===== config.mk =====
export PLATFORM = sky130hd
export DESIGN_NAME = pixel_fb_writer
export DESIGN_NICKNAME = d
export VERILOG_FILES = /design/src/rtl/pixel_fb_writer.sv
export SDC_FILE = /design/constraint.sdc
export NUM_CORES = 1
export LEC_CHECK = 0
export ABC_AREA = 1
export BUFFER_PORTS_ARGS = -buffer_cell sky130_fd_sc_hd__buf_2
export CORE_MARGIN = 5
export CORE_UTILIZATION = 30
export DETAILED_ROUTE_END_ITERATION = 10
export SYNTH_ARGS = -nofsm -noshare
export SYNTH_HDL_FRONTEND = slang
export SYNTH_SLANG_ARGS = --single-unit

===== constraint.sdc =====
create_clock -name clk -period 6.8 [get_ports clk]
set_clock_uncertainty 0.15 [all_clocks]
set_input_delay 0.68 -clock clk [delete_from_list [all_inputs] [get_ports clk]]
set_output_delay 0.68 -clock clk [all_outputs]
set_load 0.1 [all_outputs]

===== src/rtl/pixel_fb_writer.sv =====
`default_nettype none
// +--------------------------------------------------------------------------+
// | pixel_fb_writer                                                          |
// | Clips rasterizer pixels to the frame and turns them into buffered        |
// | framebuffer word writes. Define PIXEL_FB_CLIP_STATS_EN for clip_count.   |
// | Revision: 1.0                                                            |
// +--------------------------------------------------------------------------+
module pixel_fb_writer #(
  parameter int ADDR_W     = 16,
  parameter int FIFO_DEPTH = 4
) (
  input  logic              clk,
  input  logic              reset,
  input  logic              frame_start,
  input  logic              frame_end,
  input  logic [15:0]       width,
  input  logic [15:0]       height,
  input  logic              pix_valid,
  output logic              pix_ready,
  input  logic [15:0]       pixelX,
  input  logic [15:0]       pixelY,
  input  logic [7:0]        pix_color,
  output logic              mem_req,
  output logic [ADDR_W-1:0] mem_addr,
  output logic [7:0]        mem_wdata,
  input  logic              mem_gnt,
  output logic [15:0]       pix_count,
  output logic [15:0]       clip_count,
  output logic              busy,
  output logic              done
);

  localparam int c_ptr_w = (FIFO_DEPTH > 1) ? $clog2(FIFO_DEPTH) : 1;
  localparam logic [c_ptr_w:0]   c_full    = (c_ptr_w + 1)'(FIFO_DEPTH);
  localparam logic [c_ptr_w:0]   c_one     = (c_ptr_w + 1)'(1);
  localparam logic [c_ptr_w-1:0] c_ptr_one = c_ptr_w'(1);

  typedef enum logic [1:0] {
    ST_IDLE  = 2'd0,
    ST_RUN   = 2'd1,
    ST_DRAIN = 2'd2,
    ST_DONE  = 2'd3
  } state_t;

  state_t              state_q, state_d;
  logic [15:0]         width_q, width_d;
  logic [15:0]         height_q, height_d;
  logic [15:0]         pix_count_q, pix_count_d;
  logic [c_ptr_w-1:0]  wr_ptr_q, wr_ptr_d;
  logic [c_ptr_w-1:0]  rd_ptr_q, rd_ptr_d;
  logic [c_ptr_w:0]    count_q, count_d;
  logic [ADDR_W-1:0]   fifo_addr_q [FIFO_DEPTH];
  logic [ADDR_W-1:0]   fifo_addr_d [FIFO_DEPTH];
  logic [7:0]          fifo_data_q [FIFO_DEPTH];
  logic [7:0]          fifo_data_d [FIFO_DEPTH];

  logic                w_start;
  logic                w_empty;
  logic                w_full;
  logic                w_xfer;
  logic                w_in_range;
  logic                w_push;
  logic                w_pop;
  logic                w_busy;
  logic [ADDR_W-1:0]   w_px;
  logic [ADDR_W-1:0]   w_py;
  logic [ADDR_W-1:0]   w_wd;
  logic [ADDR_W-1:0]   w_push_addr;

  assign w_empty    = (count_q == '0);
  assign w_full     = (count_q == c_full);
  assign w_busy     = (state_q == ST_RUN) || (state_q == ST_DRAIN);
  assign w_start    = (state_q == ST_IDLE) && frame_start;

  assign pix_ready  = (state_q == ST_RUN) && !w_full;
  assign w_xfer     = pix_valid && pix_ready;
  // A zero width or height makes every compare fail, so the whole frame clips.
  assign w_in_range = (pixelX < width_q) && (pixelY < height_q);
  assign w_push     = w_xfer && w_in_range;
  assign w_pop      = mem_req && mem_gnt;

  // y*w+x of two 16-bit operands never exceeds 32 bits, so evaluating it
  // modulo 2^ADDR_W yields exactly the low ADDR_W bits of the full product.
  assign w_px        = ADDR_W'(pixelX);
  assign w_py        = ADDR_W'(pixelY);
  assign w_wd        = ADDR_W'(width_q);
  assign w_push_addr = (w_py * w_wd) + w_px;

  assign mem_req   = w_busy && !w_empty;
  assign mem_addr  = mem_req ? fifo_addr_q[rd_ptr_q] : '0;
  assign mem_wdata = mem_req ? fifo_data_q[rd_ptr_q] : '0;
  assign busy      = w_busy;
  assign done      = (state_q == ST_DONE);
  assign pix_count = pix_count_q;

  always_comb begin
    state_d     = state_q;
    width_d     = width_q;
    height_d    = height_q;
    pix_count_d = pix_count_q;
    wr_ptr_d    = wr_ptr_q;
    rd_ptr_d    = rd_ptr_q;
    count_d     = count_q;
    fifo_addr_d = fifo_addr_q;
    fifo_data_d = fifo_data_q;

    unique case (state_q)
      ST_IDLE: begin
        if (frame_start) begin
          state_d  = ST_RUN;
          width_d  = width;
          height_d = height;
        end
      end
      ST_RUN: begin
        if (frame_end) begin
          state_d = ST_DRAIN;
        end
      end
      ST_DRAIN: begin
        // Finish as soon as the final entry is granted, not a cycle later.
        if (w_empty || (w_pop && (count_q == c_one))) begin
          state_d = ST_DONE;
        end
      end
      ST_DONE: begin
        state_d = ST_IDLE;
      end
      default: begin
        state_d = ST_IDLE;
      end
    endcase

    if (w_pop) begin
      rd_ptr_d    = rd_ptr_q + c_ptr_one;
      pix_count_d = pix_count_q + 16'd1;
    end

    if (w_push) begin
      fifo_addr_d[wr_ptr_q] = w_push_addr;
      fifo_data_d[wr_ptr_q] = pix_color;
      wr_ptr_d              = wr_ptr_q + c_ptr_one;
    end

    unique case ({w_push, w_pop})
      2'b10:   count_d = count_q + c_one;
      2'b01:   count_d = count_q - c_one;
      default: count_d = count_q;
    endcase

    if (w_start) begin
      pix_count_d = '0;
      wr_ptr_d    = '0;
      rd_ptr_d    = '0;
      count_d     = '0;
    end
  end

  always_ff @(posedge clk or negedge reset) begin
    if (!reset) begin
      state_q     <= ST_IDLE;
      width_q     <= '0;
      height_q    <= '0;
      pix_count_q <= '0;
      wr_ptr_q    <= '0;
      rd_ptr_q    <= '0;
      count_q     <= '0;
      for (int i = 0; i < FIFO_DEPTH; i++) begin
        fifo_addr_q[i] <= '0;
        fifo_data_q[i] <= '0;
      end
    end else begin
      state_q     <= state_d;
      width_q     <= width_d;
      height_q    <= height_d;
      pix_count_q <= pix_count_d;
      wr_ptr_q    <= wr_ptr_d;
      rd_ptr_q    <= rd_ptr_d;
      count_q     <= count_d;
      fifo_addr_q <= fifo_addr_d;
      fifo_data_q <= fifo_data_d;
    end
  end

`ifdef PIXEL_FB_CLIP_STATS_EN
  logic        w_clip;
  logic [15:0] clip_count_q, clip_count_d;

  assign w_clip = w_xfer && !w_in_range;

  always_comb begin
    clip_count_d = clip_count_q;
    if (w_start) begin
      clip_count_d = '0;
    end else if (w_clip) begin
      clip_count_d = clip_count_q + 16'd1;
    end
  end

  always_ff @(posedge clk or negedge reset) begin
    if (!reset) begin
      clip_count_q <= '0;
    end else begin
      clip_count_q <= clip_count_d;
    end
  end

  assign clip_count = clip_count_q;
`else
  assign clip_count = 16'd0;
`endif

endmodule
`default_nettype wire

# [Word-level counts from Yosys, hierarchy flattened]
# Index checks and enable logic that the tools add are counted.
[word_totals] register_bits=153 inputBits=78 output_inout_bits=60 wordCells=85
[op_classes] add_sub_neg=6 multipliers=1 n_lt_le_gt_ge=5 n_eq_ne=10 n_mux=26 bitwise=2 reduce_logical=20
[op_table] cell="$mux W16" count=6
[op_table] cell="$bwmux W64" count=1
[op_table] cell="$bmux W16 S2" count=1
[op_table] cell="$bwmux W32" count=1
[op_table] cell="$demux W16 S2" count=1
[op_table] cell="$lt A16 B16 Y1" count=2
[op_table] cell="$mux W8" count=4
[op_table] cell="$add A16 B1 Y16 const B" count=1
[op_table] cell="$add A16 B16 Y16" count=1
[op_table] cell="$bmux W8 S2" count=1
[op_table] cell="$demux W8 S2" count=1
[op_table] cell="$mul A16 B16 Y16" count=1
[op_table] cell="$mux W2" count=7
[op_table] cell="$logic_and A1 B1 Y1" count=9
[op_table] cell="$pmux W2 S4" count=1
[op_table] cell="$eq A2 B2 Y1 const B" count=3
[op_table] cell="$ge A3 B3 Y1 const B" count=2
[op_table] cell="$not A2 Y3" count=2
[op_table] cell="$pmux W3 S2" count=1
[op_table] cell="$add A2 B1 Y2 const B" count=2
[op_table] cell="$eq A2 B1 Y1 const B" count=2
[op_table] cell="$ne A2 B2 Y1 const B" count=2
[op_table] cell="$reduce_bool A2 Y1" count=2
[op_table] cell="$add A3 B1 Y3 const B" count=1
[op_table] cell="13 further kinds" count=15

# [Depth between registers and ports, before layout]
[depth] depth_word=8 ltp_mapped=27 ltp_nobuf=25

# [Least setup slack after synthesis]
# OpenSTA, ideal clock, no wires.
[synth_timing] path_type="input -> register" start="input port pixelY[7]" end="register fifo_addr_q[15] in the netlist's numbering" setup_time_ns=0.118 t_arrival_ns=5.337 required_time_ns=6.532 setup_slack_ns=1.195 cell_stages=25 n_path_buf=1 cell_sequence="clkbuf_1 nand2_1 inv_1 fa_1 inv_1 fa_1 fa_1 fa_1 inv_1 fa_1 inv_1 fa_1 inv_1 ha_1 nand2_1 nor2_1 nand3_1 nand3_1 inv_1 nand2_1 nand2_1 inv_1 nand3_1 nand3_1 nand2_1"
[synth_via] elab_chain_cells=3 elab_cells_between_ends=6 cone_classes="add/sub (1); mul (1); order compare (1); mux (1); reduce/logical (2)"
[synth_lines] item="start: declaration" line="21" text="input logic [15:0] pixelY,"
[synth_lines] item="$mul A16 B16 Y16 or $lt A16 B16 Y1 (tied branches)" line="87, 78"
[synth_lines] item="$add A16 B16 Y16 or $logic_and A1 B1 Y1 (tied branches)" line="87, 78"
[synth_lines] item="$bwmux W64 or $logic_and A1 B1 Y1 (tied branches)" line="140, 79"
[synth_lines] item="end signal: assignment" line="180" text="fifo_addr_q <= fifo_addr_d;"
[synth_lines] item="end: declaration" line="52" text="logic [ADDR_W-1:0] fifo_addr_q [FIFO_DEPTH];"
# Parallel ways exist; a longest one is shown, timed or not.
# A chain may end at the register's enable or synchronous reset.

# [Worst setup path in the final report]
[layout_timing] start="register width_q[1], in the netlist w_wd[1]" end="register fifo_addr_q[61] in the netlist's numbering"
[layout_via] elab_chain_cells=3 elab_cells_between_ends=6 cone_classes="add/sub (1); mul (1); order compare (1); mux (1); reduce/logical (2)"
[layout_lines] item="start: declaration" line="46" text="logic [15:0] width_q, width_d;"
[layout_lines] item="start signal: assignment" line="174" text="width_q <= width_d;"
[layout_lines] item="$mul A16 B16 Y16 or $lt A16 B16 Y1 (tied branches)" line="87, 78"
[layout_lines] item="$add A16 B16 Y16 or $logic_and A1 B1 Y1 (tied branches)" line="87, 78"
[layout_lines] item="$bwmux W64 or $logic_and A1 B1 Y1 (tied branches)" line="140, 79"
# Parallel ways exist; a longest one is shown, timed or not.

==> results.sh <==
export IMPL_cts_setup_buffers=0
export IMPL_initial_utilization=0.301
export IMPL_reg2reg_from="w_wd[1]$_DFFE_PN0P_"
export IMPL_rows=75
export IMPL_grt_max_degree=89
export IMPL_path_common_cell="fa_1"
export IMPL_ys_types=42
export IMPL_path_depth=18
export IMPL_endpoint_kind="flop"
export IMPL_vias_per_cell=4.56
export IMPL_synth_warnings=0
export IMPL_ctsHoldBuffers=0
export IMPL_dr_max_layer_used="met5"
export IMPL_startpoint_type="flop"
export IMPL_finalSetupTns_ns=0
export IMPL_synth_edf_count=0
export IMPL_r2r_slack_ns=1.12
export IMPL_path_buf_inv=4
export IMPL_critPathMaxFanout=9
export IMPL_drive_gt1_frac=0.107
export IMPL_crit_chain="buf_4 -> nand2_1 -> fa_1 -> inv_1 -> fa_1 -> ha_1 -> fa_1 -> inv_1 -> fa_1 -> fa_1 -> inv_1 -> ha_1 -> a21oi_1 -> a21boi_0 -> o21ai_0 -> a31oi_1 -> xor2_1 -> o21ai_0"
export IMPL_drc=0
export IMPL_synthCells=1629
export IMPL_drt_iter0_drc=584
export IMPL_grt_pass1_wl_mm=55.1
export IMPL_hold_path_class="input port to async pin"
export IMPL_vias=10300
export IMPL_hold_violations=0
export IMPL_drv_slew=0
export IMPL_firstDrtPassIters=5
export IMPL_critPathKind="flop to flop"
export IMPL_cts_tree="done"
export IMPL_reg2reg_to="fifo_addr_q[61]$_DFFE_PN0P_"
export IMPL_rsz0062_at_grt="false"
export IMPL_clkTransAtPathRegs_ns=0.07
export IMPL_routed_wl_mm=33.1
export IMPL_root_buffer="clkbuf_16"
export IMPL_drv_cap=0
export IMPL_setup_viol=0
export IMPL_async_flop_share=1.00
export IMPL_top_level_ports=138
export IMPL_grt_ovfl_total=0
export IMPL_netlist_area_sq_mm=0.0126
export IMPL_slew_limit_headroom=0.302
export IMPL_setup_worst_path_start="w_wd[1]$_DFFE_PN0P_"
export IMPL_ys_seq_area_frac=0.305
export IMPL_wl_met1_mm=15.4
export IMPL_insertion_delay_ns=0.45
export IMPL_fin_crit_ns=5.68
export IMPL_cts_buffer_depth=2
export IMPL_grt_pass1_vias=10600
export IMPL_area_growth_syn_to_layout_pct=12.5
export IMPL_htree_levels=4
export IMPL_fin_nets=1978
export IMPL_yosys_most_used_dff="dfrtp_1"
export IMPL_hpwlAfterDp_mm=24.7
export IMPL_arrival_ns=5.83
export IMPL_fmaxAchievable_mhz=176
export IMPL_reg2reg_depth=18
export IMPL_clock_sinks=153
export IMPL_slowest_delay_ns=0.59
export IMPL_wl_per_cell_um=14.6
export IMPL_postRouteAntennaNets=0
export IMPL_slowest_stage="dfrtp_1"
export IMPL_wl_met3_mm=1.92
export IMPL_synth_area_per_cell_sq_um=7.71
export IMPL_place_congestion=0.814
export IMPL_status="finished, final reports clean"
export IMPL_cts_buffers=17
export IMPL_die_x_um=215
export IMPL_required_ns=6.95
export IMPL_finalCritPeriodShare=0.835
export IMPL_antenna_found_initial=3
export IMPL_die_height_um=215
export IMPL_ctsResizeCount=0
export IMPL_die_area_sq_mm=0.0460
export IMPL_grt_total_usage=0.146
export IMPL_ys_seq_elements=153
export IMPL_portBuffers=121
export IMPL_tightest_slew_ns=1.05
export IMPL_wl_met2_mm=15.4
export IMPL_critPathTopFamily="adder cells"
export IMPL_endpoint="fifo_addr_q[61]$_DFFE_PN0P_"
export IMPL_core_area_sq_mm=0.0417
[cell usage in the layout (no fill, tap or decap), types with 7 or more instances in the layout]
master     count
xnor2_1       12
inv_1        338
nand2_1      413
buf_4          7
nand3_1       35
fa_1          94
o21ai_0      173
conb_1        16
dfrtp_1      153
buf_2        120
clkbuf_16     17
nor2_1        88
xor2_1        17
ha_1          96
a21oi_1       74
[synth_stat cells, types with 4 or more instances]
master / number / area [sq um]
xnor2_1: 12 / 105
nand2_4: 5 / 56.3
o21ai_0: 173 / 866
nand2_1: 413 / 1550
nand3_1: 35 / 175
nand2_2: 4 / 25.0
ha_1: 96 / 1200
buf_1: 5 / 18.8
clkbuf_1: 40 / 150
clkbuf_2: 4 / 20.0
xor2_1: 17 / 149
dfrtp_1: 153 / 3830
a21oi_1: 74 / 370
nor3_1: 6 / 30.0
inv_1: 339 / 1270
fa_1: 94 / 1880
nor2_1: 88 / 330
a21o_1: 6 / 45.0
buf_4: 19 / 143
buf_2: 9 / 45.0
[layer usage]
metal | up-vias | track usage
li1 | 5068 | -
met1 | 4960 | 0.197
met2 | 254 | 0.241
met3 | 28 | 0.0350
met4 | 4 | 0.0292
met5 | - | 0
[worst min-delay path by stage]
stage,start,endpoint,slack [ns]
CTS,reset,fifo_addr_q[10]$_DFFE_PN0P_,0.20
finish,reset,fifo_addr_q[9]$_DFFE_PN0P_,0.16
global placement,fifo_addr_q[57]$_DFFE_PN0P_,fifo_addr_q[57]$_DFFE_PN0P_,0.31
floorplan,reset,count_q[0]$_DFFE_PN0P_,0.23
detailed placement,fifo_addr_q[7]$_DFFE_PN0P_,fifo_addr_q[7]$_DFFE_PN0P_,0.31
global route,reset,fifo_addr_q[9]$_DFFE_PN0P_,0.23
[kinds of logic (layout without fill, tap and decap cells)]
kind of cell / Yosys count / in the layout / synth area share
adders and majority gates: 190 / 190 / 0.246
other: 1 / 17 / 0.000299
buffers and inverters: 425 / 504 / 0.137
xor gates and xnor gates: 29 / 29 / 0.0202
AOI/OAI and AO/OA: 266 / 266 / 0.109
DFF: 153 / 153 / 0.305
and+or+nand+nor: 565 / 565 / 0.182
[metrics by stage]
step,hold WS (ns),cells,cell area (sq um),setup slack [ns],util
detailed placement,0.310,2230,13500,0.816,0.325
finish,0.156,2263,14100,1.12,0.339
global placement,0.307,2230,13500,0.896,0.325
CTS,0.200,2262,14100,1.09,0.339
global route,0.234,2262,14100,0.804,0.339
floorplan,0.234,1644,12600,1.20,-
[cell type report]
type,instances,area [sq um]
inverters,344,1300
fillers,4477,27500
clock inverters,15,175
well taps,539,674
diodes,1,2.50
repair buffers,128,664
multi-input cells,1066,7060
clock buffers,17,425
flip-flops and latches,153,3830
[flip-flops by register name (all words and copies together), names as in the netlist]
register     cells
count_q          3
fifo_addr_q     64
fifo_data_q     32
height_q        16
pix_count       16
rd_ptr_q         2
state_q          2
w_wd            16
wr_ptr_q         2
Power is not shown: default switching activity piles up to over one toggle a cycle in this logic, so the estimate is an artifact.
